## src/rtl/fetch_queue_tx_if.sv

```systemverilog
// Bus between the fetch unit, the instruction queue and the decode register.
//
// Handshake rule for both the push pair (wr_valid/wr_ready) and the pop pair
// (valid_out/ready_out): a transfer happens on a rising clk edge where valid
// and ready are both 1. Once valid is raised it stays high, with stable data,
// until that edge. Ready may change freely and never depends combinationally
// on valid.
interface fetch_queue_tx_if #(
  parameter type T     = logic,
  parameter int  DEPTH = 4
);
  localparam int CW = $clog2(DEPTH + 1);

  logic          wr_valid;
  logic          wr_ready;
  T              wr_data;
  logic          valid_out;
  logic          ready_out;
  T              data_out;
  logic [CW-1:0] count;

  // Queue side.
  modport master (
    input  wr_valid, wr_data, ready_out,
    output wr_ready, valid_out, data_out, count
  );

  // Fetch/decode side.
  modport slave (
    output wr_valid, wr_data, ready_out,
    input  wr_ready, valid_out, data_out, count
  );
endinterface

```

## src/rtl/fetch_queue_tx.sv

```systemverilog
// Circular instruction queue between fetch (push) and the decode pipeline
// register (pop). It absorbs fetch bursts while decode stalls and empties
// completely on a mispredict. Every output comes from registered state only,
// so neither ready_out nor wr_valid has a combinational path to an output.
module fetch_queue_tx #(
  parameter type T     = logic,
  parameter int  DEPTH = 4
) (
  input  logic             clk,
  input  logic             reset,
  input  logic             mispredict,
  fetch_queue_tx_if.master q
);
  localparam int PW = $clog2(DEPTH);
  localparam int CW = $clog2(DEPTH + 1);

  T              mem [DEPTH];
  logic [PW-1:0] head;
  logic [PW-1:0] tail;
  logic [CW-1:0] occ;
  logic          push;
  logic          pop;

  // Advance a pointer, wrapping explicitly so DEPTH need not be a power of two.
  function automatic logic [PW-1:0] next_ptr(input logic [PW-1:0] p);
    return (p == PW'(DEPTH - 1)) ? '0 : p + PW'(1);
  endfunction

  // Outputs are decoded from the registered occupancy and head pointer.
  assign q.valid_out = (occ != '0);
  assign q.wr_ready  = (occ != CW'(DEPTH));
  assign q.data_out  = mem[head];
  assign q.count     = occ;

  // A flush cancels any transfer offered in the same cycle.
  assign push = q.wr_valid  && q.wr_ready  && !mispredict;
  assign pop  = q.valid_out && q.ready_out && !mispredict;

  // Storage write; contents are don't-care after reset or flush.
  always_ff @(posedge clk) begin
    if (push) mem[tail] <= q.wr_data;
  end

  // Pointer and occupancy update, with asynchronous clear and synchronous flush.
  always_ff @(posedge clk or negedge reset) begin
    if (!reset) begin
      head <= '0;
      tail <= '0;
      occ  <= '0;
    end else if (mispredict) begin
      head <= '0;
      tail <= '0;
      occ  <= '0;
    end else begin
      if (push) tail <= next_ptr(tail);
      if (pop)  head <= next_ptr(head);
      case ({push, pop})
        2'b10:   occ <= occ + CW'(1);
        2'b01:   occ <= occ - CW'(1);
        default: occ <= occ;
      endcase
    end
  end
endmodule

```

## src/flat_wrapper.sv

```systemverilog
// flat-port wrapper written by rule: the top's interface ports become plain ports
module fetch_queue_tx_flat 
#(
  parameter type T     = logic,
  parameter int  DEPTH = 4
)
  (clk, reset, mispredict, q_wr_valid, q_wr_data, q_ready_out, q_wr_ready, q_valid_out, q_data_out, q_count);
  fetch_queue_tx_if #(.T(T), .DEPTH(DEPTH)) q_i ();
  input  logic clk;
  input  logic reset;
  input  logic mispredict;
  input wire logic [$bits(q_i.wr_valid)-1:0] q_wr_valid;
  input wire logic [$bits(q_i.wr_data)-1:0] q_wr_data;
  input wire logic [$bits(q_i.ready_out)-1:0] q_ready_out;
  output wire logic [$bits(q_i.wr_ready)-1:0] q_wr_ready;
  output wire logic [$bits(q_i.valid_out)-1:0] q_valid_out;
  output wire logic [$bits(q_i.data_out)-1:0] q_data_out;
  output wire logic [$bits(q_i.count)-1:0] q_count;
  assign q_i.wr_valid = q_wr_valid;
  assign q_i.wr_data = q_wr_data;
  assign q_i.ready_out = q_ready_out;
  assign q_wr_ready = q_i.wr_ready;
  assign q_valid_out = q_i.valid_out;
  assign q_data_out = q_i.data_out;
  assign q_count = q_i.count;
  fetch_queue_tx #(.T(T), .DEPTH(DEPTH)) u_core (.clk(clk), .reset(reset), .mispredict(mispredict), .q(q_i));
endmodule
```

## config.mk

```make
export PLATFORM = sky130hd
export DESIGN_NAME = fetch_queue_tx_flat
export DESIGN_NICKNAME = d
export VERILOG_FILES = /design/src/rtl/fetch_queue_tx_if.sv /design/src/rtl/fetch_queue_tx.sv /design/src/flat_wrapper.sv
export SDC_FILE = /design/constraint.sdc
export NUM_CORES = 1
export LEC_CHECK = 0
export CAP_MARGIN = 20
export CORE_ASPECT_RATIO = 0.9
export CORE_MARGIN = 3
export CORE_UTILIZATION = 45
export CTS_CLUSTER_DIAMETER = 150
export CTS_CLUSTER_SIZE = 10
export DETAILED_ROUTE_END_ITERATION = 16
export HOLD_SLACK_MARGIN = 0.06
export PLACE_DENSITY = 0.72
export SLEW_MARGIN = 20
export SYNTH_ARGS = -nofsm -noshare
export SYNTH_HDL_FRONTEND = slang
export SYNTH_SLANG_ARGS = --single-unit
```

## constraint.sdc

```tcl
create_clock -name clk -period 2.3 [get_ports clk]
set_input_delay 0.345 -clock clk [delete_from_list [all_inputs] [get_ports clk]]
set_output_delay 0.345 -clock clk [all_outputs]
set_load 0.02 [all_outputs]
```

==> results.sh, run 1 <==
export IMPL_grt_antenna_before_repair=0
export IMPL_finalClockSkew_ns=0.00542
export IMPL_combPwrFrac_pct=30.4
export IMPL_vias_in_the_first_global_route=518
export IMPL_headroom_to_the_max_slew_limit_pct=77.2
export IMPL_commonest_non_fill_non_tap_cells_in_the_layout="sky130_fd_sc_hd__clkdlybuf4s50_1 (10), sky130_fd_sc_hd__nor2_1 (7), sky130_fd_sc_hd__buf_4 (7), sky130_fd_sc_hd__dfrtp_1 (7), sky130_fd_sc_hd__ha_1 (5)"
export IMPL_die_width_microns=47.7
export IMPL_setup_viol=0
export IMPL_syn_num_nets=81
export IMPL_route_vias_total=558
export IMPL_timing_hold_violations_final=0
export IMPL_rsz0062_at_grt="false"
export IMPL_synth_area_top_cells="sky130_fd_sc_hd__dfrtp_1 (25%), sky130_fd_sc_hd__edfxtp_1 (17%), sky130_fd_sc_hd__ha_1 (8.9%)"
export IMPL_top_ff_cell_synth="sky130_fd_sc_hd__dfrtp_1"
export IMPL_design_die_area_sq_mm=0.00207
export IMPL_tritoncts_num_sinks=11
export IMPL_final_common_cell="sky130_fd_sc_hd__clkdlybuf4s50_1"
export IMPL_fmax_mhz=450
export IMPL_average_size_of_a_mapped_cell_sq_um=10.2
export IMPL_min_path_type="in -> async"
export IMPL_max_cap_violations=0
export IMPL_num_io_pins=12
export IMPL_timing_setup_critical_path_class="reg -> out"
export IMPL_vias_per_cell=5.52
export IMPL_postSynth_asyncResetShare_pct=63.6
export IMPL_end_kind="output port"
export IMPL_drt_pass1_iter_count=4
export IMPL_clk_pin_slew_ns=0.07
export IMPL_timing_critical_path_fanout_max=8
export IMPL_routed_wire_length_per_instance_microns=13.3
export IMPL_antenna_cells=0
export IMPL_setup_tns_ns=0
export IMPL_floorplan_initialDensity_pct=52.0
export IMPL_intPower_mw=0.364
export IMPL_ctsLongestPathBuffers=2
export IMPL_drcViolationCount=0
export IMPL_synthesis_yosys_warnings=0
export IMPL_power_density_cell_area_mw_per_mm2=594
export IMPL_worst_path_arrival_time_ns=1.87
export IMPL_fin_cells=101
export IMPL_flow_area_growth_from_synthesis_pct=25.6
export IMPL_grt_pass1_wl_microns=2280
export IMPL_worst_skew_pair_late_latency_ns=0.27
export IMPL_cts_root_buffer_cell="sky130_fd_sc_hd__clkbuf_4"
export IMPL_synth_yosys_seq_area_share_pct=42.0
export IMPL_crit_path_start="u_core.q.count[0]$_DFFE_PN0P_"
export IMPL_post_cts_repair_setup_buffers=0
export IMPL_synth_largest_area_cell="sky130_fd_sc_hd__dfrtp_1"
export IMPL_timing_critical_path_from_type="register"
export IMPL_worst_slew_pin_slew_ns=0.342
export IMPL_cts_hold_buffers_added=0
export IMPL_routed_wirelength_microns=1340
export IMPL_power_share_sequential_pct=44.0
export IMPL_area_sequential_sq_um=295
export IMPL_final_min_clock_period_ns=2.22
export IMPL_synthDominantCellAreaShare_pct=24.9
export IMPL_fillerInstances=109
export IMPL_power_clock_fraction_pct=25.6
export IMPL_grt_ovfl_total=0
export IMPL_ant_nets=0
export IMPL_outcome="completed"
export IMPL_timing_rr_start="u_core.q.count[0]$_DFFE_PN0P_"
export IMPL_area_occupied_by_multi_input_gates_sq_um=372
export IMPL_final_layout_size_suffix_gt1_share_pct=17.2
export IMPL_synth_edff_count=4
export IMPL_tritoncts="done"
export IMPL_dr_first_iter_drc_count=13
export IMPL_area_of_the_core_sq_mm=0.00135
export IMPL_power_static_leakage_nw=0.394
export IMPL_required_time_of_the_critical_path_ns=1.96
export IMPL_globalplace_congestion=0.758
export IMPL_power_switching_mw=0.161
export IMPL_grt_util_all_layers_pct=15.3
export IMPL_chipHeight_microns=43.5
export IMPL_finalCritPeriodShare_pct=96.5
export IMPL_post_synth_num_cell_types=32
export IMPL_placed_cells=97
export IMPL_htree_num_levels=1
export IMPL_final_max_slew_viol_count=0
export IMPL_num_rows=12
export IMPL_ir_worst_vdd_mv=0.327
export IMPL_power_share_switching_pct=30.6
export IMPL_flops_latches_synth=11
export IMPL_numCtsBuffers=3
export IMPL_maximum_number_of_pins_on_one_net_before_global_route_repair=11
export IMPL_place_detailed_hpwl_microns=1100
export IMPL_syn_cell_area_sq_um=703
export IMPL_portBuffers=11
export IMPL_syn_instance_count=69
export IMPL_nNetsFinal=100
[logic make-up after synthesis]
family | Yosys count | share of synthesized area [%]
adders and majority gates | 6 | 11.7
AOI/OAI and AO/OA | 11 | 9.79
muxes | 3 | 6.23
and+or+nand+nor | 31 | 23.8
buffers and inverters | 6 | 5.16
DFF | 11 | 42.0
xor gates and xnor gates | 1 | 1.25
[repair_timing]
action | CTS | global route
resized for setup | 0 | 1
endpoints found under the setup margin | 0 | 1
endpoints found under the hold margin | 0 | 0
[power groups by stage]
| stage | combinational, mW | clock (mW) | sequential, mW |
|---|---|---|---|
| finish | 0.160 | 0.134 | 0.231 |
| global route | 0.177 | 0.147 | 0.233 |
| CTS | 0.163 | 0.140 | 0.231 |
| detailed placement | 0.162 | 0 | 0.235 |
| global placement | 0.157 | 0 | 0.234 |
| floorplan | 0.0859 | 0 | 0.242 |
[through the flow]
step / hold WS, ns / setup WS [ns] / instance area [sq um] / util, % / total power, mW
after CTS: 0.336 / 0.0403 / 881 / 65.2 / 0.533
final: 0.337 / 0.0802 / 883 / 65.4 / 0.525
after floorplan: 0.0494 / 0.0365 / 703 / - / 0.328
after detailed placement: 0.579 / 0.0732 / 855 / 63.2 / 0.396
after global placement: 0.551 / 0.127 / 855 / 63.2 / 0.390
after global routing: 0.337 / 0.0145 / 883 / 65.4 / 0.557
[synthesized netlist by cell type (all sizes together), types with 3 or more instances]
library cell / number
a21oi: 4
and2: 4
buf: 4
dfrtp: 7
edfxtp: 4
ha: 5
nand2: 5
nand3: 3
nor2: 7
nor3: 3
or3: 3
[area by class of cell]
class	instances	area share [%]
Clock buffer	4	2.97
Timing Repair Buffer	18	18.7
Tap cell	14	1.98
Inverter	2	0.850
Multi-Input combinational cell	52	42.1
Sequential cell	11	33.4
[sequential cells by signal (all words and copies together), names as in the netlist]
| register | flops |
|---|---|
| u_core.head | 2 |
| u_core.mem | 4 |
| u_core.q.count | 3 |
| u_core.tail | 2 |
[worst max-delay path, stage by stage, from the launching register on]
cell and delay [ns]:
sky130_fd_sc_hd__dfrtp_1 0.44, sky130_fd_sc_hd__buf_4 0.18, sky130_fd_sc_hd__or3b_1 0.42, sky130_fd_sc_hd__clkdlybuf4s50_1 0.56
[path summary, 6_finish.rpt]
check | endpoint | slack [ns] | cells past startpoint
hold / removal | u_core.tail[1]$_DFFE_PN0P_ | 0.34 | 1
setup / recovery | q_wr_ready | 0.08 | 3
setup reg to reg | u_core.q.count[2]$_DFFE_PN0P_ | 0.21 | 6
hold reg to reg | u_core.head[1]$_DFFE_PN0P_ | 0.58 | 2
min in group clk | u_core.head[1]$_DFFE_PN0P_ | 0.58 | 2
max in group asynchronous | u_core.head[1]$_DFFE_PN0P_ | 1.71 | 1
[routing by layer]
metal  routed length (microns)  vias up  global-route usage, %
met1                       603      261                   20.8
li1                          -      282                      -
met3                        56        0                   6.22
met5                         0        -                      0
met4                         0        0                   1.61
met2                       683       15                   23.8
Power figures use the tool's default switching activity.
==> run 2: changes to the inputs <==
--- a/config.mk
+++ b/config.mk
@@ -5,6 +5,7 @@
 export SDC_FILE = /design/constraint.sdc
 export NUM_CORES = 1
 export LEC_CHECK = 0
+export ABC_AREA = 1
 export CAP_MARGIN = 20
 export CORE_ASPECT_RATIO = 0.9
 export CORE_MARGIN = 3
==> results.sh, run 2 <==
export IMPL_numCtsBuffers=3
export IMPL_dp_slack_ns=0.156
export IMPL_largest_register="u_core.mem"
export IMPL_worst_slew_pin_slew_ns=0.324
export IMPL_worst_skew_pair_late_latency_ns=0.27
export IMPL_top_ff_cell_synth="sky130_fd_sc_hd__dfrtp_1"
export IMPL_fmax_mhz=513
export IMPL_num_rows=12
export IMPL_commonest_non_fill_non_tap_cells_in_the_layout="sky130_fd_sc_hd__nand2_1 (12), sky130_fd_sc_hd__inv_1 (11), sky130_fd_sc_hd__clkdlybuf4s50_1 (11), sky130_fd_sc_hd__nor2_1 (7), sky130_fd_sc_hd__dfrtp_1 (7)"
export IMPL_maximum_number_of_pins_on_one_net_before_global_route_repair=8
export IMPL_grt_ovfl_total=0
export IMPL_finalClockSkew_ns=0.00314
export IMPL_syn_instance_count=74
export IMPL_syn_cell_area_sq_um=691
export IMPL_grt_antenna_before_repair=0
export IMPL_routed_wirelength_microns=1180
export IMPL_cts_hold_buffers_added=0
export IMPL_ir_worst_vdd_mv=0.587
export IMPL_timing_critical_path_from_type="register"
export IMPL_average_size_of_a_mapped_cell_sq_um=9.33
export IMPL_clk_pin_slew_ns=0.06
export IMPL_setup_viol=0
export IMPL_final_layout_size_suffix_gt1_share_pct=18.9
export IMPL_cts_repair_resized_insts=0
export IMPL_cp_slowest_stage_delay_ns=0.62
export IMPL_cts_root_buffer_cell="sky130_fd_sc_hd__clkbuf_4"
export IMPL_drcViolationCount=0
export IMPL_syn_num_nets=86
export IMPL_timing_critical_path_fanout_max=5
export IMPL_ant_nets=0
export IMPL_timing_critical_path_cells="inv_1 > nor2_1 > o22ai_1 > clkdlybuf4s50_1"
export IMPL_flow_area_growth_from_synthesis_pct=23.4
export IMPL_synthesis_yosys_warnings=0
export IMPL_timing_setup_critical_path_class="reg -> out"
export IMPL_synth_area_top_cells="sky130_fd_sc_hd__dfrtp_1 (25%), sky130_fd_sc_hd__edfxtp_1 (17%), sky130_fd_sc_hd__ha_1 (9.1%)"
export IMPL_power_share_sequential_pct=34.3
export IMPL_layout_setup_ws_ns=0.351
export IMPL_power_density_cell_area_mw_per_mm2=1060
export IMPL_post_synth_num_cell_types=23
export IMPL_num_io_pins=12
export IMPL_finalCritPeriodShare_pct=84.8
export IMPL_worst_path_arrival_time_ns=1.60
export IMPL_combPwrFrac_pct=51.6
export IMPL_dr_first_iter_drc_count=4
export IMPL_flops_latches_synth=11
export IMPL_tritoncts_num_sinks=11
export IMPL_drt_pass1_iter_count=4
export IMPL_area_of_the_core_sq_mm=0.00134
export IMPL_headroom_to_the_max_slew_limit_pct=78.3
export IMPL_nNetsFinal=103
export IMPL_power_clock_fraction_pct=14.1
export IMPL_outcome="completed"
export IMPL_final_max_slew_viol_count=0
export IMPL_route_vias_total=502
export IMPL_worst_hold_slack_ns=0.334
export IMPL_vias_per_cell=4.83
export IMPL_synthDominantCellAreaShare_pct=25.4
export IMPL_design_die_area_sq_mm=0.00204
export IMPL_synth_edff_count=4
export IMPL_power_switching_mw=0.383
export IMPL_final_min_clock_period_ns=1.95
export IMPL_library_cell_with_the_highest_instance_count_after_synthesis="sky130_fd_sc_hd__nand2_1"
export IMPL_intPower_mw=0.519
export IMPL_fillerInstances=120
export IMPL_max_cap_violations=0
export IMPL_synth_largest_area_cell="sky130_fd_sc_hd__dfrtp_1"
export IMPL_antenna_cells=0
export IMPL_htree_num_levels=1
export IMPL_top_cells_by_instance_count_after_synthesis="sky130_fd_sc_hd__nand2_1 (12), sky130_fd_sc_hd__inv_1 (11), sky130_fd_sc_hd__dfrtp_1 (7), sky130_fd_sc_hd__nor2_1 (7), sky130_fd_sc_hd__ha_1 (5)"
export IMPL_ctsLongestPathBuffers=2
export IMPL_finalCoreUtilization_pct=63.8
export IMPL_tritoncts="done"
export IMPL_end_kind="output port"
export IMPL_grt_util_all_layers_pct=14.4
export IMPL_die_width_microns=47.3
export IMPL_chipHeight_microns=43.2
export IMPL_totalPowerFinal_mw=0.902
export IMPL_synth_yosys_seq_area_share_pct=42.8
export IMPL_postSynth_asyncResetShare_pct=63.6
export IMPL_globalplace_congestion=0.789
export IMPL_power_static_leakage_nw=0.399
export IMPL_grt_pass1_wl_microns=2040
export IMPL_min_path_type="in -> async"
export IMPL_cp_slowest_cell="sky130_fd_sc_hd__clkdlybuf4s50_1"
export IMPL_place_detailed_hpwl_microns=991
export IMPL_post_cts_repair_setup_buffers=0
export IMPL_vias_in_the_first_global_route=507
export IMPL_power_share_switching_pct=42.5
export IMPL_largest_register_ff_count=4
export IMPL_routed_wire_length_per_instance_microns=11.3
export IMPL_setup_tns_ns=0
export IMPL_rsz0062_at_grt="false"
export IMPL_timing_hold_violations_final=0
export IMPL_floorplan_initialDensity_pct=51.7
export IMPL_final_common_cell="sky130_fd_sc_hd__nand2_1"
export IMPL_portBuffers=11
export IMPL_required_time_of_the_critical_path_ns=1.96
[run 2: cell count changes in the layout (fill, tap and decap cells not counted), sizes merged, moves of 3 or more]
cell | previous run | this run
nor3 | 3 | 0
inv | 2 | 13
nand2 | 5 | 17
and2 | 4 | 0
or3 | 3 | 0
a21oi | 4 | 1
o21ai | 2 | 6
buf | 7 | 1
[run 2: worst paths after layout]
| kind | start | to | slack (ns) | depth (start not counted) |
|---|---|---|---|---|
| max | u_core.head[0]$_DFFE_PN0P_ | q_data_out | 0.35 | 4 |
| min | reset | u_core.head[1]$_DFFE_PN0P_ | 0.33 | 1 |
| max reg2reg | u_core.q.count[0]$_DFFE_PN0P_ | u_core.q.count[2]$_DFFE_PN0P_ | 0.42 | 11 |
| min reg2reg | u_core.head[1]$_DFFE_PN0P_ | u_core.head[1]$_DFFE_PN0P_ | 0.57 | 2 |
| max in group asynchronous | reset | u_core.tail[0]$_DFFE_PN0P_ | 1.72 | 1 |
| min in group clk | u_core.head[1]$_DFFE_PN0P_ | u_core.head[1]$_DFFE_PN0P_ | 0.57 | 2 |
[run 2: through the flow]
step                instance area, sq um  cells
finish                               852    104
CTS                                  852    104
global placement                     826    100
floorplan                            691     74
detailed placement                   826    100
global route                         852    104
[run 2: cells by family (layout without fill, tap and decap cells)]
logic type | count (synthesis) | count (layout) | share of synthesized area (%)
fa+ha+maj | 6 | 6 | 12.0
xor+xnor | 1 | 1 | 1.27
compound gates | 10 | 10 | 10.1
buf+inv | 14 | 30 | 7.79
flops | 11 | 11 | 42.8
simple gates | 32 | 32 | 26.1
[run 2: critical path, delay by kind of cell (launching register included)]
| family | cells | cell delay, ns |
|---|---|---|
| buffers and inverters | 2 | 0.72 |
| DFF | 1 | 0.42 |
| AOI/OAI and AO/OA | 1 | 0.15 |
| and+or+nand+nor | 1 | 0.04 |
[run 2: power by group through the flow]
stage,clock [mW],combinational [mW],sequential (mW)
2_1_floorplan,0,0.281,0.330
3_3_place_gp,0,0.460,0.313
3_5_place_dp,0,0.469,0.316
4_1_cts,0.135,0.471,0.311
5_1_grt,0.146,0.508,0.320
6_report,0.127,0.466,0.309
[run 2: layout make-up]
cell class	instances	area, sq um	area share, %
clock buffers	4	26.3	3.08
inverters	14	53.8	6.31
multi-input cells	49	342	40.1
flip-flops and latches	11	295	34.7
well taps	14	17.5	2.06
repair buffers	12	118	13.8
[run 2: routing by layer]
metal / up-vias / share of wire (%) / global-route usage, %
met5: - / 0 / 0
met4: 0 / 1.2 / 4.97
met3: 3 / 4.4 / 7.63
met2: 7 / 47 / 19.8
met1: 227 / 47 / 19.0
li1: 265 / - / -
